$ cat config.mk
export PLATFORM = sky130hd
export DESIGN_NAME = stack_sequencer_flat
export DESIGN_NICKNAME = d
export VERILOG_FILES = /design/src/rtl/stack_sequencer_if.sv /design/src/rtl/stack_sequencer.sv /design/src/flat_wrapper.sv
export SDC_FILE = /design/constraint.sdc
export NUM_CORES = 1
export LEC_CHECK = 0
export ABC_AREA = 1
export BUFFER_PORTS_ARGS = -buffer_cell sky130_fd_sc_hd__buf_4
export CAP_MARGIN = 15
export CELL_PAD_IN_SITES_DETAIL_PLACEMENT = 1
export CELL_PAD_IN_SITES_GLOBAL_PLACEMENT = 2
export CORE_AREA = 2 2 96 98
export CTS_BUF_LIST = sky130_fd_sc_hd__clkbuf_4 sky130_fd_sc_hd__clkbuf_8 sky130_fd_sc_hd__clkbuf_16
export DETAILED_ROUTE_END_ITERATION = 6
export DIE_AREA = 0 0 98 100
export GPL_TIMING_DRIVEN = 0
export PLACE_DENSITY = 0.81
export SYNTH_ARGS = -nofsm -noshare
export SYNTH_HDL_FRONTEND = slang
export SYNTH_SLANG_ARGS = --single-unit
$ cat constraint.sdc
create_clock -name CLK -period 1.9 [get_ports CLK]
set_input_delay 0.095 -clock CLK [delete_from_list [all_inputs] [get_ports CLK]]
set_output_delay 0.095 -clock CLK [all_outputs]
set_load 0.05 [all_outputs]
$ cat src/rtl/stack_sequencer_if.sv
// ---------------------------------------------------------------------------
// stack_sequencer_if
//
// Purpose: groups every non-clock/reset signal of the stack sequencer into one
// bundle. The "master" modport is the sequencer's view, and the "slave"
// modport is the view of its environment (request source, SP register and
// data memory).
//
// Handshake: PUSH, POP and LD_REQ are level requests that act as "valid".
// The sequencer is "ready" exactly when BUSY is low. A request is taken only
// in a cycle where BUSY is low, and it is taken on the rising edge that ends
// that cycle. While BUSY is high, requests are ignored and are not queued.
// DONE, ERR_OVF and ERR_UNF report the outcome with a one-cycle pulse.
//
// Signals:
//   PUSH, POP, LD_REQ      request strobes (level, IDLE-sampled)
//   LD_VAL  [AW]           new SP value for a load
//   DIN     [WIDTH]        data to push
//   SP      [AW]           current SP register output
//   MEM_RDATA [WIDTH]      memory read data, one cycle after MEM_RE
//   SP_INC/SP_DECR/SP_LD   SP register control strobes
//   SP_DIN  [AW]           SP register load value
//   MEM_ADDR [AW], MEM_WE, MEM_RE, MEM_WDATA [WIDTH]   memory port
//   DOUT    [WIDTH]        last popped data
//   BUSY, DONE, ERR_OVF, ERR_UNF  status
// ---------------------------------------------------------------------------
interface stack_sequencer_if #(
  parameter int WIDTH = 8,
  parameter int AW    = 8
);
  logic             PUSH;
  logic             POP;
  logic             LD_REQ;
  logic [AW-1:0]    LD_VAL;
  logic [WIDTH-1:0] DIN;
  logic [AW-1:0]    SP;
  logic [WIDTH-1:0] MEM_RDATA;
  logic             SP_INC;
  logic             SP_DECR;
  logic             SP_LD;
  logic [AW-1:0]    SP_DIN;
  logic [AW-1:0]    MEM_ADDR;
  logic             MEM_WE;
  logic             MEM_RE;
  logic [WIDTH-1:0] MEM_WDATA;
  logic [WIDTH-1:0] DOUT;
  logic             BUSY;
  logic             DONE;
  logic             ERR_OVF;
  logic             ERR_UNF;

  modport master (
    input  PUSH, POP, LD_REQ, LD_VAL, DIN, SP, MEM_RDATA,
    output SP_INC, SP_DECR, SP_LD, SP_DIN, MEM_ADDR, MEM_WE, MEM_RE,
           MEM_WDATA, DOUT, BUSY, DONE, ERR_OVF, ERR_UNF
  );

  modport slave (
    output PUSH, POP, LD_REQ, LD_VAL, DIN, SP, MEM_RDATA,
    input  SP_INC, SP_DECR, SP_LD, SP_DIN, MEM_ADDR, MEM_WE, MEM_RE,
           MEM_WDATA, DOUT, BUSY, DONE, ERR_OVF, ERR_UNF
  );
endinterface

$ cat src/rtl/stack_sequencer.sv
// ---------------------------------------------------------------------------
// stack_sequencer
//
// Purpose: multi-cycle push / pop / load sequencer for a stack. It drives the
// INC/DECR/LD strobes of an external SP register, reads that register's
// output back, and addresses a synchronous-read data memory. It also tracks
// occupancy so that a push to a full stack or a pop from an empty stack is
// rejected with an error pulse.
//
// Ports:
//   CLK          rising-edge clock
//   RST          synchronous, active-high reset (shared with the SP register)
//   bus          stack_sequencer_if.master, with requests, SP/memory port and status
//   dbg_state_o  current FSM state encoding, for debug and checkers
//
// Stack discipline: the stack grows downward. A push pre-decrements SP and
// then writes to the new SP. A pop reads at SP and then post-increments.
// ---------------------------------------------------------------------------
module stack_sequencer #(
  parameter int WIDTH = 8,
  parameter int AW    = 8
) (
  input  logic                   CLK,
  input  logic                   RST,
  stack_sequencer_if.master      bus,
  output logic [2:0]             dbg_state_o
);

  typedef enum logic [2:0] {
    S_IDLE     = 3'd0,
    S_LOAD     = 3'd1,
    S_PUSH_DEC = 3'd2,
    S_PUSH_WR  = 3'd3,
    S_POP_RD   = 3'd4,
    S_POP_CAP  = 3'd5
  } state_e;

  // Occupancy is one bit wider than SP so that "full" (2^AW entries) and
  // "empty" (0) are distinct values.
  localparam logic [AW:0] CNT_FULL = {1'b1, {AW{1'b0}}};
  localparam logic [AW:0] CNT_ONE  = {{AW{1'b0}}, 1'b1};

  state_e           state_q, state_d;
  logic [AW:0]      count_q, count_d;
  logic [WIDTH-1:0] data_q,  data_d;
  logic [AW-1:0]    ld_q,    ld_d;
  logic [WIDTH-1:0] dout_q,  dout_d;
  logic             done_q,  done_d;
  logic             ovf_q,   ovf_d;
  logic             unf_q,   unf_d;

  logic full_w;
  logic empty_w;

  assign full_w  = (count_q == CNT_FULL);
  assign empty_w = (count_q == '0);

  // -------------------------------------------------------------------------
  // State and datapath registers
  // -------------------------------------------------------------------------
  always_ff @(posedge CLK) begin
    if (RST) begin
      state_q <= S_IDLE;
      count_q <= '0;
      data_q  <= '0;
      ld_q    <= '0;
      dout_q  <= '0;
      done_q  <= 1'b0;
      ovf_q   <= 1'b0;
      unf_q   <= 1'b0;
    end else begin
      state_q <= state_d;
      count_q <= count_d;
      data_q  <= data_d;
      ld_q    <= ld_d;
      dout_q  <= dout_d;
      done_q  <= done_d;
      ovf_q   <= ovf_d;
      unf_q   <= unf_d;
    end
  end

  // -------------------------------------------------------------------------
  // Next-state logic. The status pulses default to 0, so each pulse lasts
  // exactly one cycle: the first IDLE cycle after the operation or rejection.
  // -------------------------------------------------------------------------
  always_comb begin
    state_d = state_q;
    count_d = count_q;
    data_d  = data_q;
    ld_d    = ld_q;
    dout_d  = dout_q;
    done_d  = 1'b0;
    ovf_d   = 1'b0;
    unf_d   = 1'b0;

    case (state_q)
      S_IDLE: begin
        // Fixed priority LD_REQ > PUSH > POP. Losing requests are dropped.
        if (bus.LD_REQ) begin
          ld_d    = bus.LD_VAL;
          state_d = S_LOAD;
        end else if (bus.PUSH) begin
          if (full_w) begin
            ovf_d = 1'b1;
          end else begin
            data_d  = bus.DIN;
            state_d = S_PUSH_DEC;
          end
        end else if (bus.POP) begin
          if (empty_w) begin
            unf_d = 1'b1;
          end else begin
            state_d = S_POP_RD;
          end
        end
      end

      S_LOAD: begin
        // A new SP means the old contents are no longer reachable.
        count_d = '0;
        done_d  = 1'b1;
        state_d = S_IDLE;
      end

      S_PUSH_DEC: begin
        state_d = S_PUSH_WR;
      end

      S_PUSH_WR: begin
        count_d = count_q + CNT_ONE;
        done_d  = 1'b1;
        state_d = S_IDLE;
      end

      S_POP_RD: begin
        state_d = S_POP_CAP;
      end

      S_POP_CAP: begin
        // The read issued in POP_RD returns data during this cycle.
        dout_d  = bus.MEM_RDATA;
        count_d = count_q - CNT_ONE;
        done_d  = 1'b1;
        state_d = S_IDLE;
      end

      default: begin
        state_d = S_IDLE;
      end
    endcase
  end

  // -------------------------------------------------------------------------
  // Moore output decode. Each strobe belongs to exactly one state, so the
  // SP strobes are mutually exclusive and MEM_WE/MEM_RE are never both high.
  // -------------------------------------------------------------------------
  always_comb begin
    bus.SP_INC    = 1'b0;
    bus.SP_DECR   = 1'b0;
    bus.SP_LD     = 1'b0;
    bus.SP_DIN    = '0;
    bus.MEM_ADDR  = '0;
    bus.MEM_WE    = 1'b0;
    bus.MEM_RE    = 1'b0;
    bus.MEM_WDATA = '0;

    case (state_q)
      S_LOAD: begin
        bus.SP_LD  = 1'b1;
        bus.SP_DIN = ld_q;
      end
      S_PUSH_DEC: begin
        bus.SP_DECR = 1'b1;
      end
      S_PUSH_WR: begin
        // SP was already decremented in PUSH_DEC.
        bus.MEM_ADDR  = bus.SP;
        bus.MEM_WE    = 1'b1;
        bus.MEM_WDATA = data_q;
      end
      S_POP_RD: begin
        bus.MEM_ADDR = bus.SP;
        bus.MEM_RE   = 1'b1;
      end
      S_POP_CAP: begin
        bus.SP_INC = 1'b1;
      end
      default: begin
      end
    endcase
  end

  assign bus.DOUT    = dout_q;
  assign bus.BUSY    = (state_q != S_IDLE);
  assign bus.DONE    = done_q;
  assign bus.ERR_OVF = ovf_q;
  assign bus.ERR_UNF = unf_q;
  assign dbg_state_o = state_q;

endmodule

$ cat src/flat_wrapper.sv
// flat-port wrapper written by rule: the top's interface ports become plain ports
module stack_sequencer_flat 
#(
  parameter int WIDTH = 8,
  parameter int AW    = 8
)
  (CLK, RST, dbg_state_o, bus_PUSH, bus_POP, bus_LD_REQ, bus_LD_VAL, bus_DIN, bus_SP, bus_MEM_RDATA, bus_SP_INC, bus_SP_DECR, bus_SP_LD, bus_SP_DIN, bus_MEM_ADDR, bus_MEM_WE, bus_MEM_RE, bus_MEM_WDATA, bus_DOUT, bus_BUSY, bus_DONE, bus_ERR_OVF, bus_ERR_UNF);
  stack_sequencer_if #(.WIDTH(WIDTH), .AW(AW)) bus_i ();
  input  logic CLK;
  input  logic RST;
  output logic [2:0] dbg_state_o;
  input wire logic [$bits(bus_i.PUSH)-1:0] bus_PUSH;
  input wire logic [$bits(bus_i.POP)-1:0] bus_POP;
  input wire logic [$bits(bus_i.LD_REQ)-1:0] bus_LD_REQ;
  input wire logic [$bits(bus_i.LD_VAL)-1:0] bus_LD_VAL;
  input wire logic [$bits(bus_i.DIN)-1:0] bus_DIN;
  input wire logic [$bits(bus_i.SP)-1:0] bus_SP;
  input wire logic [$bits(bus_i.MEM_RDATA)-1:0] bus_MEM_RDATA;
  output wire logic [$bits(bus_i.SP_INC)-1:0] bus_SP_INC;
  output wire logic [$bits(bus_i.SP_DECR)-1:0] bus_SP_DECR;
  output wire logic [$bits(bus_i.SP_LD)-1:0] bus_SP_LD;
  output wire logic [$bits(bus_i.SP_DIN)-1:0] bus_SP_DIN;
  output wire logic [$bits(bus_i.MEM_ADDR)-1:0] bus_MEM_ADDR;
  output wire logic [$bits(bus_i.MEM_WE)-1:0] bus_MEM_WE;
  output wire logic [$bits(bus_i.MEM_RE)-1:0] bus_MEM_RE;
  output wire logic [$bits(bus_i.MEM_WDATA)-1:0] bus_MEM_WDATA;
  output wire logic [$bits(bus_i.DOUT)-1:0] bus_DOUT;
  output wire logic [$bits(bus_i.BUSY)-1:0] bus_BUSY;
  output wire logic [$bits(bus_i.DONE)-1:0] bus_DONE;
  output wire logic [$bits(bus_i.ERR_OVF)-1:0] bus_ERR_OVF;
  output wire logic [$bits(bus_i.ERR_UNF)-1:0] bus_ERR_UNF;
  assign bus_i.PUSH = bus_PUSH;
  assign bus_i.POP = bus_POP;
  assign bus_i.LD_REQ = bus_LD_REQ;
  assign bus_i.LD_VAL = bus_LD_VAL;
  assign bus_i.DIN = bus_DIN;
  assign bus_i.SP = bus_SP;
  assign bus_i.MEM_RDATA = bus_MEM_RDATA;
  assign bus_SP_INC = bus_i.SP_INC;
  assign bus_SP_DECR = bus_i.SP_DECR;
  assign bus_SP_LD = bus_i.SP_LD;
  assign bus_SP_DIN = bus_i.SP_DIN;
  assign bus_MEM_ADDR = bus_i.MEM_ADDR;
  assign bus_MEM_WE = bus_i.MEM_WE;
  assign bus_MEM_RE = bus_i.MEM_RE;
  assign bus_MEM_WDATA = bus_i.MEM_WDATA;
  assign bus_DOUT = bus_i.DOUT;
  assign bus_BUSY = bus_i.BUSY;
  assign bus_DONE = bus_i.DONE;
  assign bus_ERR_OVF = bus_i.ERR_OVF;
  assign bus_ERR_UNF = bus_i.ERR_UNF;
  stack_sequencer #(.WIDTH(WIDTH), .AW(AW)) u_core (.CLK(CLK), .RST(RST), .bus(bus_i), .dbg_state_o(dbg_state_o));
endmodule
==> results_dict.tcl, run 1 <==
set metrics [dict create \
    numCtsBuffers 5 \
    yosys-top-cells-area "dfxtp_1 37%, nand2_1 13%, inv_1 7.9%, a21oi_1 7.5%, nor2_1 7.1%" \
    power_density_mw_per_mm2 652 \
    max_freq_mhz 554 \
    finalNonFillerCells 532 \
    die_w_um 98 \
    antenna_found_initial 0 \
    cp-end-kind "primary output" \
    htree_levels 2 \
    top_layer "met4" \
    fin_util_pct 36.8 \
    synthSimpleGateAreaFrac_pct 33.2 \
    ir_drop_v 0.000272 \
    crit_fanout 8 \
    yosys_warnings 0 \
    wl_met2_um 3410 \
    async_flop_share_pct 0 \
    finalNetCount 459 \
    hold_violations 0 \
    synthesis.area_sq_mm 0.00213 \
    gr-total-overflow 0 \
    grt_pass1_vias 2472 \
    multi_input_area_sq_mm 0.00122 \
    synth.cells.most_frequent "73 x nand2_1, 45 x inv_1, 40 x nor2_1, 39 x dfxtp_1, 32 x a21oi_1" \
    outcome "finished, final reports clean" \
    rsz0062_at_grt "true" \
    grt_start_max_net_pins 13 \
    crit_type "flop to primary output" \
    fin_setup_tns_ns 0 \
    period_share_pct 95.0 \
    nFillCells 1125 \
    tightest_slew_ns 0.585 \
    track_usage_pct 14.9 \
    synth.most_common_cell "nand2_1" \
    start_kind "flop" \
    core_area_sq_mm 0.00889 \
    grt_pass1_wl_um 12000 \
    critical-path-slowest-cell "dfxtp_4" \
    synth_seq_cells 39 \
    timing.critical_path.buf_inv 5 \
    yosysSeqAreaShare_pct 36.7 \
    maxSlewViolCount 0 \
    die_height_um 100 \
    power_w 0.00213 \
    syn_inst 322 \
    max_slew_margin_pct 60.9 \
    synth_edf_count 0 \
    detailedRoute.firstIterationViolations 74 \
    dp_cells 513 \
    dieArea_sq_mm 0.00980 \
    synth_top_family_by_area "simple AND/OR/NAND/NOR gates" \
    drc 0 \
    path_clk_slew_ns 0.09 \
    cts-hold-fix-buffers 0 \
    drive_gt1_share_pct 39.9 \
    clockRootBuffer "clkbuf_8" \
    wl_met1_um 3080 \
    synthMuxAreaShare_pct 0 \
    hold_path.class "input pin to flop" \
    wl_per_cell_um 13.1 \
    portBuffers 80 \
    ant_nets 0 \
    diodes 0 \
    max_stage_delay_ns 0.38 \
    syn_avg_cell_area_sq_um 6.61 \
    ys.flop_type "dfxtp_1" \
    wl_um 6980 \
    met3_length_um 406 \
    crit_arrival_ns 1.71 \
    min_period_ns 1.81 \
    finClkSkew_ns 0.00887 \
    synth-compound-area-share_pct 15.3 \
    ios 81 \
    cts_buffer_depth 2 \
    synth_xor_area_share_pct 0.412 \
    cts_tree "done" \
    cts.sinks 39 \
    synth_cell_type_count 29 \
    drt_first_pass_iters 4 \
    insertion_delay_ns 0.30 \
    sequential_cell_area_sq_um 792 \
    syn_to_final_growth_pct 53.8 \
    finalSetupViolCount 0 \
    vias 2390 \
    required_ns 1.80 \
    gp_congestion 0.739 \
    synth_top_area_cell "dfxtp_1" \
    via_per_inst 4.49 \
    yosys.area.top_type_share_pct 36.7 \
    worstPathCellList "buf_4 -> inv_2 -> nor3_4 -> clkinv_4 -> o21ai_1 -> bufinv_8 -> nor2_4 -> buf_6" \
    cap_violations 0 \
    crit_family "buffers and inverters" \
    p_leak_nw 1.48 \
    dp_hpwl_um 5320 \
    yosys.area_share.adder_pct 1.18 \
    rows 35 \
    fin_hold_ws_ns 0.0545 \
    start_util_pct 23.9 \
    synth_nets 361 \
]
## cells by family after synthesis
logic type / count (synthesis)
buffers and inverters: 65
DFF: 39
adders and majority gates: 2
AOI/OAI and AO/OA: 60
and+or+nand+nor: 155
xor gates and xnor gates: 1
## sequential cells by signal (all words and copies together), names as in the netlist
register and count:
u_core.bus.DONE 1, u_core.dbg_state_o 3, u_core.bus.ERR_UNF 1, u_core.ld_q 8
u_core.bus.ERR_OVF 1, u_core.bus.DOUT 8, u_core.count_q 9, u_core.data_q 8
## report_power, final
group	switching (W)	internal [W]	total, W
clock network	0.000314	0.000271	0.000585
registers	0.0000279	0.000869	0.000896
logic	0.000421	0.000230	0.000651
total	0.000762	0.00137	0.00213
## per-layer routing
layer / track usage, % / vias up
li1: - / 1207
met1: 19.0 / 1107
met2: 26.1 / 67
met3: 3.27 / 9
met4: 2.88 / 0
met5: 0 / -
## path summary, 6_finish.rpt
path	startpoint	end	slack, ns	cells past startpoint
max	u_core.dbg_state_o[0]$_SDFFE_PP0P_	bus_MEM_ADDR[1]	0.09	8
min reg2reg	u_core.data_q[4]$_SDFFE_PP0P_	u_core.data_q[4]$_SDFFE_PP0P_	0.46	2
min	bus_MEM_RDATA[6]	u_core.bus.DOUT[6]$_SDFFE_PP0N_	0.05	3
max reg2reg	u_core.dbg_state_o[0]$_SDFFE_PP0P_	u_core.count_q[8]$_SDFFE_PP0P_	0.17	11
## worst reg2reg max path, stage by stage (launching register included)
cell      delay [ns]
dfxtp_4         0.37
buf_12          0.13
nand3_4         0.10
clkinv_4        0.14
ha_4            0.34
nand3_1         0.08
nor2_1          0.13
nand2_2         0.07
nand2_1         0.06
nand2_1         0.06
nand3_2         0.07
a21oi_2         0.05
## metrics by stage
step	setup WS, ns	area [sq um]
finish	0.0949	3270
global route	-0.0353	3270
CTS	0.00950	3190
detailed placement	-0.120	3010
global placement	-0.0883	3010
floorplan	-0.242	2270
## cell usage in the layout (no fill, tap or decap), types with 5 or more instances in the layout
cell	instances
nor2_1	20
inv_2	6
nor2_2	9
buf_6	10
nand2_1	70
clkbuf_8	5
nand2_2	11
nand4_1	5
nand3_1	14
buf_4	86
dfxtp_1	36
inv_1	44
nor2_4	14
a21oi_1	32
o21ai_0	17
## final cells by class
type	instances	area share [%]
buffer	7	1.42
tap	111	4.25
clock inverter	2	0.383
timing repair buffer	95	23.1
clock buffer	6	2.33
multi-input combinational	218	37.2
inverter	54	7.08
sequential	39	24.2
## repair_timing
action / 4_1_cts / 5_1_grt
hold endpoints to repair: 0 / 0
cloned: 0 / 0
buffers inserted: 4 / 11
endpoints found under the setup margin: 10 / 19
pin swaps: 1 / 3
resized for setup: 14 / 9
No activity file was read; power rests on OpenSTA's default activity.
==> run 2, diff against run 1 <==
--- a/config.mk
+++ b/config.mk
@@ -15,7 +15,8 @@
 export DETAILED_ROUTE_END_ITERATION = 6
 export DIE_AREA = 0 0 98 100
 export GPL_TIMING_DRIVEN = 0
-export PLACE_DENSITY = 0.81
+export HOLD_SLACK_MARGIN = 0.06
+export PLACE_DENSITY_LB_ADDON = 0.1
 export SYNTH_ARGS = -nofsm -noshare
 export SYNTH_HDL_FRONTEND = slang
 export SYNTH_SLANG_ARGS = --single-unit
==> run 2 against run 1 <==
Net effect: wire length decreased by 1.3%; via count decreased by 2.7%; flip-flop and latch count unchanged; fmax increased by 0.62%; design area increased by 2.8%; first-iteration DRC count decreased by 57%; non-clock buffer count increased by 6; clock power increased by 27%; hold slack improved by 0.030 ns; global-route usage decreased by 0.83 points; critical path type unchanged; critical endpoint unchanged; highest routed layer unchanged.
==> results_dict.tcl, run 2 (same netlist as run 1, synthesis figures left out) <==
set metrics [dict create \
    cts_buffer_depth 2 \
    vias 2325 \
    finClkSkew_ns 0.00748 \
    cp-end-kind "primary output" \
    clockRootBuffer "clkbuf_8" \
    gp_congestion 0.762 \
    htree_levels 2 \
    use_met3_pct 2.58 \
    wl_um 6890 \
    dp_cells 513 \
    sequential_cell_area_sq_um 792 \
    period_share_pct 94.4 \
    start_kind "flop" \
    dieArea_sq_mm 0.00980 \
    max_slew_margin_pct 62.1 \
    ant_nets 0 \
    met1_usage_pct 19.1 \
    max_freq_mhz 557 \
    finalSetupViolCount 0 \
    dp_hpwl_um 5190 \
    grt_start_max_net_pins 13 \
    drc 0 \
    layout_commonest_cell "buf_4" \
    p_leak_nw 1.52 \
    ios 81 \
    crit_type "flop to primary output" \
    finalNetCount 465 \
    detailedRoute.firstIterationViolations 32 \
    core_area_sq_mm 0.00889 \
    r2r-start "u_core.dbg_state_o[1]$_SDFFE_PP0P_" \
    power_w 0.00228 \
    start_util_pct 23.9 \
    track_usage_pct 14.1 \
    outcome "finished, final reports clean" \
    ir_drop_v 0.000245 \
    rows 35 \
    startpoint "u_core.dbg_state_o[0]$_SDFFE_PP0P_" \
    hold_violations 0 \
    drt_first_pass_iters 4 \
    required_ns 1.80 \
    largest_reg_flops 9 \
    diodes 0 \
    antenna_found_initial 0 \
    gr-total-overflow 0 \
    grt.busiest_layer "met2" \
    power_density_mw_per_mm2 677 \
    tightest_slew_ns 0.569 \
    grt_pass1_vias 2264 \
    regMostFlops "u_core.count_q" \
    cts.sinks 39 \
    cap_violations 0 \
    syn_to_final_growth_pct 58.1 \
    grtUsageMet2_pct 23.2 \
    wl_per_cell_um 12.8 \
    multi_input_area_sq_mm 0.00121 \
    finalNonFillerCells 538 \
    grt_pass1_wl_um 11300 \
    drive_gt1_share_pct 37.7 \
    maxSlewViolCount 0 \
    cts_tree "done" \
    insertion_delay_ns 0.29 \
    portBuffers 80 \
    min_period_ns 1.79 \
    die_w_um 98 \
    die_height_um 100 \
    crit_fanout 10 \
    path_clk_slew_ns 0.09 \
    hold_start "bus_LD_VAL[5]" \
    hold_path.class "input pin to flop" \
    crit_arrival_ns 1.70 \
    mostFrequentLayoutCells "80 x buf_4, 72 x nand2_1, 44 x inv_1" \
    numCtsBuffers 5 \
    nFillCells 1124 \
    via_per_inst 4.32 \
]
[run 2: worst paths after layout]
check	to	slack (ns)	depth (start not counted)
setup reg to reg	u_core.count_q[6]$_SDFFE_PP0P_	0.15	15
hold / removal	u_core.ld_q[5]$_SDFFE_PP0P_	0.08	3
hold reg to reg	u_core.data_q[4]$_SDFFE_PP0P_	0.46	2
setup / recovery	bus_MEM_ADDR[1]	0.11	8
[run 2: metal layers]
metal / part of all wire [%] / vias to the layer above
met5: 0 / -
met1: 48 / 1052
met3: 4.2 / 2
li1: - / 1218
met2: 47 / 53
met4: 0.55 / 0
[run 2: worst max-delay path: stages, from the launching register on]
cell and delay (ns):
dfxtp_4 0.39, inv_2 0.05, nor3_4 0.19, inv_2 0.06, buf_6 0.15, o21ai_2 0.06
bufinv_8 0.23, nor2_4 0.12, buf_8 0.15
[run 2: timing repair]
item                                    in CTS  in global routing
resized for setup                           16                  3
endpoints found under the setup margin      11                 11
hold buffers                                11                  0
endpoints found under the hold margin       11                  0
setup buffers                                3                  6
pin swaps                                    1                  5
[run 2: layout make-up]
type	instances	share of cell area [%]
flip-flops and latches	39	23.5
well taps	111	4.13
multi-input cells	218	36.0
plain buffers	8	1.64
repair buffers	100	24.3
clock buffers	8	3.76
inverters	54	6.66
[run 2: power by group]
part | total, W | switching, W | internal (W)
sequential | 0.000897 | 0.0000285 | 0.000868
clock | 0.000743 | 0.000309 | 0.000434
combinational | 0.000637 | 0.000413 | 0.000224
[run 2: stage by stage]
step	setup slack [ns]	TNS, ns	instance area (sq um)	hold WS [ns]	utilization (%)
floorplan	-0.242	-3.48	2270	0.239	-
detailed placement	-0.0975	-0.210	3010	0.359	33.9
finish	0.106	0	3360	0.0841	37.8
global placement	-0.128	-0.233	3010	0.349	33.9
CTS	0.0208	0	3330	0.0729	37.5
global route	-0.00425	-0.00425	3360	0.0849	37.8
